$ cat src/rtl/imem_boot_loader_if.sv
// rtl/imem_boot_loader_if.sv - byte-stream input and instruction-memory write bus for the boot loader
interface imem_boot_loader_if #(
    parameter int ADDR_WIDTH = 16,
    parameter int DATA_WIDTH = 32
);
    logic                  in_valid;
    logic [7:0]            in_data;
    logic                  in_ready;
    logic                  imem_we;
    logic [ADDR_WIDTH-1:0] imem_addr;
    logic [DATA_WIDTH-1:0] imem_wdata;

    modport master (
        output in_valid, in_data,
        input  in_ready, imem_we, imem_addr, imem_wdata
    );

    modport slave (
        input  in_valid, in_data,
        output in_ready, imem_we, imem_addr, imem_wdata
    );
endinterface

$ cat src/rtl/imem_boot_loader.sv
// rtl/imem_boot_loader.sv - loads a length-prefixed little-endian image into imem, then releases the core
module imem_boot_loader #(
    parameter int ADDR_WIDTH = 16,
    parameter int DATA_WIDTH = 32,
    parameter int MAX_WORDS  = 1024
) (
    input  logic                clk,
    input  logic                rst_n,
    imem_boot_loader_if.slave   bus,
    output logic                cpu_run,
    output logic                busy,
    output logic                error,
    output logic [15:0]         words_loaded
);
    typedef enum logic [2:0] {
        LEN_LO,
        LEN_HI,
        DATA,
        DONE,
        ERROR
    } state_t;

    state_t                state, state_next;
    logic                  ready;
    logic                  accept;
    logic [15:0]           len_q;
    logic [15:0]           len_full;
    logic                  len_bad;
    logic                  last_word;
    logic [1:0]            byte_idx;
    logic [23:0]           shift_q;
    logic                  we_q;
    logic [ADDR_WIDTH-1:0] addr_q;
    logic [DATA_WIDTH-1:0] wdata_q;

    assign accept    = bus.in_valid && ready;
    assign len_full  = {bus.in_data, len_q[7:0]};
    assign len_bad   = (len_full == 16'd0) || ({16'd0, len_full} > MAX_WORDS);
    assign last_word = ((words_loaded + 16'd1) == len_q);

    assign bus.in_ready   = ready;
    assign bus.imem_we    = we_q;
    assign bus.imem_addr  = addr_q;
    assign bus.imem_wdata = wdata_q;

    always_ff @(posedge clk or negedge rst_n) begin
        if (!rst_n) state <= LEN_LO;
        else        state <= state_next;
    end

    always_comb begin
        state_next = state;
        ready      = 1'b0;
        busy       = 1'b0;
        case (state)
            LEN_LO: begin
                ready = 1'b1;
                busy  = 1'b1;
                if (accept) state_next = LEN_HI;
            end
            LEN_HI: begin
                ready = 1'b1;
                busy  = 1'b1;
                if (accept) state_next = len_bad ? ERROR : DATA;
            end
            DATA: begin
                ready = 1'b1;
                busy  = 1'b1;
                if (accept && byte_idx == 2'd3 && last_word) state_next = DONE;
            end
            DONE:    state_next = DONE;
            ERROR:   state_next = ERROR;
            default: state_next = LEN_LO;
        endcase
    end

    always_ff @(posedge clk or negedge rst_n) begin
        if (!rst_n) begin
            len_q        <= '0;
            byte_idx     <= '0;
            shift_q      <= '0;
            we_q         <= 1'b0;
            addr_q       <= '0;
            wdata_q      <= '0;
            cpu_run      <= 1'b0;
            error        <= 1'b0;
            words_loaded <= '0;
        end else begin
            we_q <= 1'b0;
            // The final write lands the cycle before, so the core never fetches a stale word
            if (state == DONE) cpu_run <= 1'b1;
            if (state_next == ERROR) error <= 1'b1;
            if (accept) begin
                case (state)
                    LEN_LO: len_q[7:0] <= bus.in_data;
                    LEN_HI: begin
                        len_q[15:8] <= bus.in_data;
                        byte_idx    <= '0;
                    end
                    DATA: begin
                        shift_q  <= {bus.in_data, shift_q[23:8]};
                        byte_idx <= byte_idx + 2'd1;
                        if (byte_idx == 2'd3) begin
                            we_q         <= 1'b1;
                            wdata_q      <= DATA_WIDTH'({bus.in_data, shift_q});
                            addr_q       <= ADDR_WIDTH'({words_loaded, 2'b00});
                            words_loaded <= words_loaded + 16'd1;
                        end
                    end
                    default: ;
                endcase
            end
        end
    end
endmodule

$ cat src/flat_wrapper.sv
// flat-port wrapper written by rule: the top's interface ports become plain ports
module imem_boot_loader_flat 
#(
    parameter int ADDR_WIDTH = 16,
    parameter int DATA_WIDTH = 32,
    parameter int MAX_WORDS  = 1024
)
  (clk, rst_n, cpu_run, busy, error, words_loaded, bus_in_valid, bus_in_data, bus_in_ready, bus_imem_we, bus_imem_addr, bus_imem_wdata);
  imem_boot_loader_if #(.ADDR_WIDTH(ADDR_WIDTH), .DATA_WIDTH(DATA_WIDTH)) bus_i ();
  input  logic clk;
  input  logic rst_n;
  output logic cpu_run;
  output logic busy;
  output logic error;
  output logic [15:0] words_loaded;
  input wire logic [$bits(bus_i.in_valid)-1:0] bus_in_valid;
  input wire logic [$bits(bus_i.in_data)-1:0] bus_in_data;
  output wire logic [$bits(bus_i.in_ready)-1:0] bus_in_ready;
  output wire logic [$bits(bus_i.imem_we)-1:0] bus_imem_we;
  output wire logic [$bits(bus_i.imem_addr)-1:0] bus_imem_addr;
  output wire logic [$bits(bus_i.imem_wdata)-1:0] bus_imem_wdata;
  assign bus_i.in_valid = bus_in_valid;
  assign bus_i.in_data = bus_in_data;
  assign bus_in_ready = bus_i.in_ready;
  assign bus_imem_we = bus_i.imem_we;
  assign bus_imem_addr = bus_i.imem_addr;
  assign bus_imem_wdata = bus_i.imem_wdata;
  imem_boot_loader #(.ADDR_WIDTH(ADDR_WIDTH), .DATA_WIDTH(DATA_WIDTH), .MAX_WORDS(MAX_WORDS)) u_core (.clk(clk), .rst_n(rst_n), .bus(bus_i), .cpu_run(cpu_run), .busy(busy), .error(error), .words_loaded(words_loaded));
endmodule
$ cat config.mk
export PLATFORM = sky130hd
export DESIGN_NAME = imem_boot_loader_flat
export DESIGN_NICKNAME = d
export VERILOG_FILES = /design/src/rtl/imem_boot_loader_if.sv /design/src/rtl/imem_boot_loader.sv /design/src/flat_wrapper.sv
export SDC_FILE = /design/constraint.sdc
export NUM_CORES = 1
export LEC_CHECK = 0
export BUFFER_PORTS_ARGS = -buffer_cell sky130_fd_sc_hd__buf_2
export CAP_MARGIN = 40
export CORE_ASPECT_RATIO = 1.2
export CORE_MARGIN = 2
export CORE_UTILIZATION = 45
export CTS_CLUSTER_DIAMETER = 30
export CTS_CLUSTER_SIZE = 14
export DETAILED_ROUTE_END_ITERATION = 10
export PLACE_DENSITY = 0.67
export SETUP_SLACK_MARGIN = 0.05
export SYNTH_ARGS = -nofsm -noshare
export SYNTH_HDL_FRONTEND = slang
export SYNTH_SLANG_ARGS = --single-unit
$ cat constraint.sdc
create_clock -name clk -period 5.3 [get_ports clk]
set_input_delay 1.325 -clock clk [delete_from_list [all_inputs] [get_ports clk]]
set_output_delay 1.325 -clock clk [all_outputs]
set_load 0.05 [all_outputs]
After elaboration in Yosys (flattened, before gate mapping). Index checks and enable logic that the tools add are counted.

Add/subtract/negate cells: 2. Multipliers: 0. Magnitude comparators: 1. Equal/unequal tests: 7. Mux-type cells: 10. Divide/modulo/power cells: 0. Reductions and logical operators: 13. Shift operators: 0. Bitwise logic cells: 0.

Operators with widths (count): adder 16 x 1 -> 16 bit, second input constant (1); == test 16 bit (1); > comparator 16 x 11 -> 1 bit, second input constant (1); zero test 16 bit (1); one-hot mux 3 bit (5 select lines) (1); 2-to-1 mux 3 bit (4); AND reduction 2 bit (4); == test 3 x 2 -> 1 bit, second input constant (2); == test 3 bit, second input constant (2); 2-to-1 mux 1 bit (4); one-hot mux 2 bit (2 select lines) (1); == test 3 x 1 -> 1 bit, second input constant (1); logical AND 1 bit (3); zero test 3 bit (1); AND reduction 3 bit (1); OR reduction 3 bit (1); adder 2 x 1 -> 2 bit, second input constant (1); == test 2 bit, second input constant (1); nonzero test 2 bit (1); logical OR 1 bit (1).

Bits in registers: 110. Bits in writable memories: 0. Bits in latches: 0. Memories: 0. Memory bits (read-only): 0.

Longest topological paths before layout.
Word-level depth: 9. Mapped depth: 9. Mapped depth without buffers: 7.

Worst setup path after synthesis. Ideal clock, no wire load.

Kind: reg-to-output. From: register u_core.state[0]. To: output port busy. Cell stages (with the launch flop): 4. Data arrival time: 1719 ps. Path slack: 2256 ps. Data required time: 3975 ps. Cell sequence: dfrtp_1 -> clkbuf_1 -> a21oi_1 -> buf_4.

Longest elaborated chain between the ends: 3. Elaborated cells on any way between the ends: 5.

Ends and longest elaborated chain: start, declared (RTL line imem_boot_loader.sv:23) `state_t state, state_next;`; start signal, assigned (RTL line imem_boot_loader.sv:48) `else state <= state_next;`; == test 3 x 1 -> 1 bit (tied with other cells); OR reduction 3 bit (no line) (*); 2-to-1 mux 1 bit (*); end, declared (RTL line flat_wrapper.sv:13) `output logic busy;`.

Mark *: on every way between the ends. The rest lies on a longest branch, timed or not.

Worst setup path in the final report.
From: input port bus_in_valid. To: register u_core.state[0].

Longest elaborated chain between the ends: 5. Elaborated cells on any way between the ends: 7.

Ends and longest elaborated chain: start, declared (RTL line flat_wrapper.sv:16) `input wire logic [$bits(bus_i.in_valid)-1:0] bus_in_valid;`; logical AND 1 bit (*) (RTL line imem_boot_loader.sv:36) `assign accept = bus.in_valid && ready;`; logical AND 1 bit (2 in series) (RTL line imem_boot_loader.sv:69) `if (accept && byte_idx == 2'd3 && last_word) state_next = DONE;`; 2-to-1 mux 3 bit (RTL line imem_boot_loader.sv:69); one-hot mux 3 bit (5 select lines) (*) (RTL line imem_boot_loader.sv:55) `case (state)`; net u_core.state_next[0] (RTL line imem_boot_loader.sv:23).

Mark *: on every way through the listed nets, which the timed path passes. The rest lies on a longest branch. A chain may end at the register's enable or synchronous reset.

==> qor.yml <==
status: "completed"
slew_viol_final: 0
yosysTopAreaCellShare_pct: 57.7
synth_area_leader_cell: "dfrtp_1"
endpoint: "u_core.state[0]$_DFF_PN0_"
fp.dieW_um: 98.0
clock-sinks: 110
hold_buffers: 0
async_flop_share_pct: 100
crit_arrival_ns: 3.42
htree_levels: 3
coreArea_um2: 10400
path_cells: "buf_2 > nor4bb_4 > buf_4 > nand2_2 > inv_2 > nand3_1 > a2111oi_0 > o2111ai_1 > o31ai_1"
die_area_um2: 11400
finalWirelength_mm: 9.44
hold_ws_ns: 0.462
busiest_layer: "met2"
finalSetupTns_ns: 0
r2r_cells: 8
use_met1_pct: 23.4
power.total_mw: 1.55
synth_seq_cells: 110
critPathLaunch: "bus_in_valid"
cts_buffer_depth: 2
cts-resized-gates: 0
leakagePower_nw: 3.00
post-place-ws_ns: 1.76
synth_seq_area_share_pct: 57.7
r2r-start: "u_core.state[1]$_DFF_PN0_"
syn_avg_cell_area_um2: 11.6
syn2layout_area_growth_pct: 17.3
path_clk_slew_ns: 0.07
synth_edf_count: 0
wl_per_cell_um: 15.3
gp_congestion: 0.868
hold_class: "reg -> reg"
cts_root_buf: "clkbuf_16"
fill_cells: 910
placementRows: 41
synthTopCellsByArea: "dfrtp_1, mux2_2, nand2_1, xnor2_1, xor2_1"
grt_pass1_vias: 3071
crit_fanout: 33
ir_drop_mv: 0.153
grtUsageMet2_pct: 27.8
grt_max_degree: 52
fin_crit_sh_pct: 59.9
cts_setup_buffers: 0
cp.depth: 9
grtUsageTotal_pct: 17.3
synth_ff_type: "dfrtp_1"
vias: 3213
postRouteAntennaNets: 0
antenna_found_initial: 0
drive_gt1_share_pct: 34.1
max_cap_violations: 0
worst_pin_slew_ns: 0.589
first_pass_iters: 5
cellPowerDensity_nw_per_um2: 278
port_buffers: 77
fin_util_pct: 53.7
remaining_drc_errors: 0
path_buf_inv: 3
cts_tree: "built"
max_stage_delay_ns: 0.41
drt_first_iter_violations: 81
gr-total-overflow: 0
cts_buffers: 9
rrSetupSlack_ns: 2.55
clock_skew_ns: 0.0104
diodes: 0
cp_data_required_time_ns: 5.54
finalSetupViolations: 0
dp_hpwl_mm: 6.67
syn_area_um2: 4770
insertion_delay_ns: 0.34
use_met3_pct: 3.23
die_y_um: 117
rsz0062_at_grt: "false"
endpoint_kind: "register"
synthCells: 410
fin_ws_ns: 2.13
synthDistinctLibCells: 47
start_util_pct: 45.8
critPathLaunchType: "input port"
r2r-end: "u_core.state[0]$_DFF_PN0_"
detail_route.vias_per_cell: 5.22
grt_pass1_wl_mm: 15.6
hold_violations: 0
ys_warn_count: 0
cpLargestDelayFamily: "buffers and inverters"
relSlewSlack_pct: 60.8
crit_slowest_cell: "inv_2"
fmax_mhz: 315
finalCriticalPeriod_ns: 3.17
io-pin-count: 80
crit_type: "in -> reg"
num-nets-final: 496
-- cell usage after synthesis (2+ instances only) --
master / number
o31ai_1: 2
dfrtp_1: 110
inv_1: 3
or2_1: 3
or3_1: 4
nand2_1: 92
buf_2: 3
nand4_1: 2
xnor2_1: 20
nor2b_1: 2
clkbuf_1: 15
nand3_1: 9
or4_1: 2
nor4_1: 2
xor2_1: 15
nand2b_1: 2
o21ai_0: 6
ha_1: 2
mux2_2: 62
a31oi_1: 3
buf_4: 3
nor3b_1: 3
nor2_1: 13
nor3_1: 5
a21oi_1: 5
-- per-layer routing --
layer  vias up  part of all wire (%)
li1       1544                     -
met1      1572                    46
met2        79                    48
met3        18                   3.9
met4         0                   2.4
met5         -                     0
-- stage by stage --
step / area (µm²) / instances
final: 5590 / 616
after CTS: 5590 / 616
after global routing: 5590 / 616
after floorplan: 4770 / 411
after global placement: 5270 / 599
after detailed placement: 5300 / 601
-- area by class of cell --
cell class              instances  area (µm²)  area share (%)
repair buffers                 83         443            7.92
multi-input cells             275        1920            34.4
flip-flops and latches        110        2750            49.2
well taps                     129         161            2.89
clock buffers                  11         243            4.34
inverters                       4        15.0           0.268
clock inverters                 4        55.1           0.984
-- state kept, by name, indices dropped and copies added, names as in the netlist --
register               count
u_core.words_loaded       16
u_core.bus.imem_we         1
u_core.bus.imem_addr      14
u_core.byte_idx            2
u_core.state               3
u_core.len_q              16
u_core.bus.imem_wdata     32
u_core.error               1
u_core.shift_q            24
u_core.cpu_run             1
-- report_power, final --
part	internal (mW)	switching (mW)	total, mW	leakage (nW)
Clock	0.379	0.288	0.668	0.142
Combinational	0.0114	0.0296	0.0411	1.35
Sequential	0.842	0.00372	0.846	1.52
Total	1.23	0.322	1.55	3.00
-- cells in the final DEF, fill, tap and decap left out, types with 2 or more instances in the layout --
cell,instances
o31ai_1,2
conb_1,2
buf_2,77
nor4_1,2
nor2_1,13
nand3_1,9
xor2_1,15
or2_1,3
nand2b_1,2
o21ai_0,6
xnor2_1,20
nor3_1,5
ha_1,2
nand2_1,91
inv_1,3
nor3b_1,3
clkbuf_16,9
nor2b_1,2
nand4_1,2
mux2_2,62
a31oi_1,3
or4_1,2
a21oi_1,5
dfrtp_1,110
buf_4,5
or3_1,4
-- worst min-delay path by stage --
stage | startpoint | endpoint | slack [ns] | depth (start not counted)
after floorplan | u_core.shift_q[0]$_DFFE_PN0P_ | u_core.bus.imem_wdata[0]$_DFFE_PN0P_ | 0.43 | 2
after global routing | u_core.bus.imem_wdata[10]$_DFFE_PN0P_ | u_core.bus.imem_wdata[10]$_DFFE_PN0P_ | 0.49 | 2
final | u_core.error$_DFFE_PN0N_ | u_core.error$_DFFE_PN0N_ | 0.46 | 1
after CTS | u_core.error$_DFFE_PN0N_ | u_core.error$_DFFE_PN0N_ | 0.47 | 1
after global placement | u_core.error$_DFFE_PN0N_ | u_core.error$_DFFE_PN0N_ | 0.45 | 1
after detailed placement | u_core.error$_DFFE_PN0N_ | u_core.error$_DFFE_PN0N_ | 0.45 | 1
-- kinds of logic after synthesis --
group,after synthesis,synth area share [%]
flip-flops,110,57.7
buffers and inverters,26,2.36
other,1,0.0786
XOR/XNOR,35,6.43
AO/OA/AOI/OAI,25,3.59
adder cells (fa/ha/maj),2,0.525
AND/OR/NAND/NOR,149,14.6
multiplexers,62,14.6
Note: power is estimated with default switching activity, not from simulation.
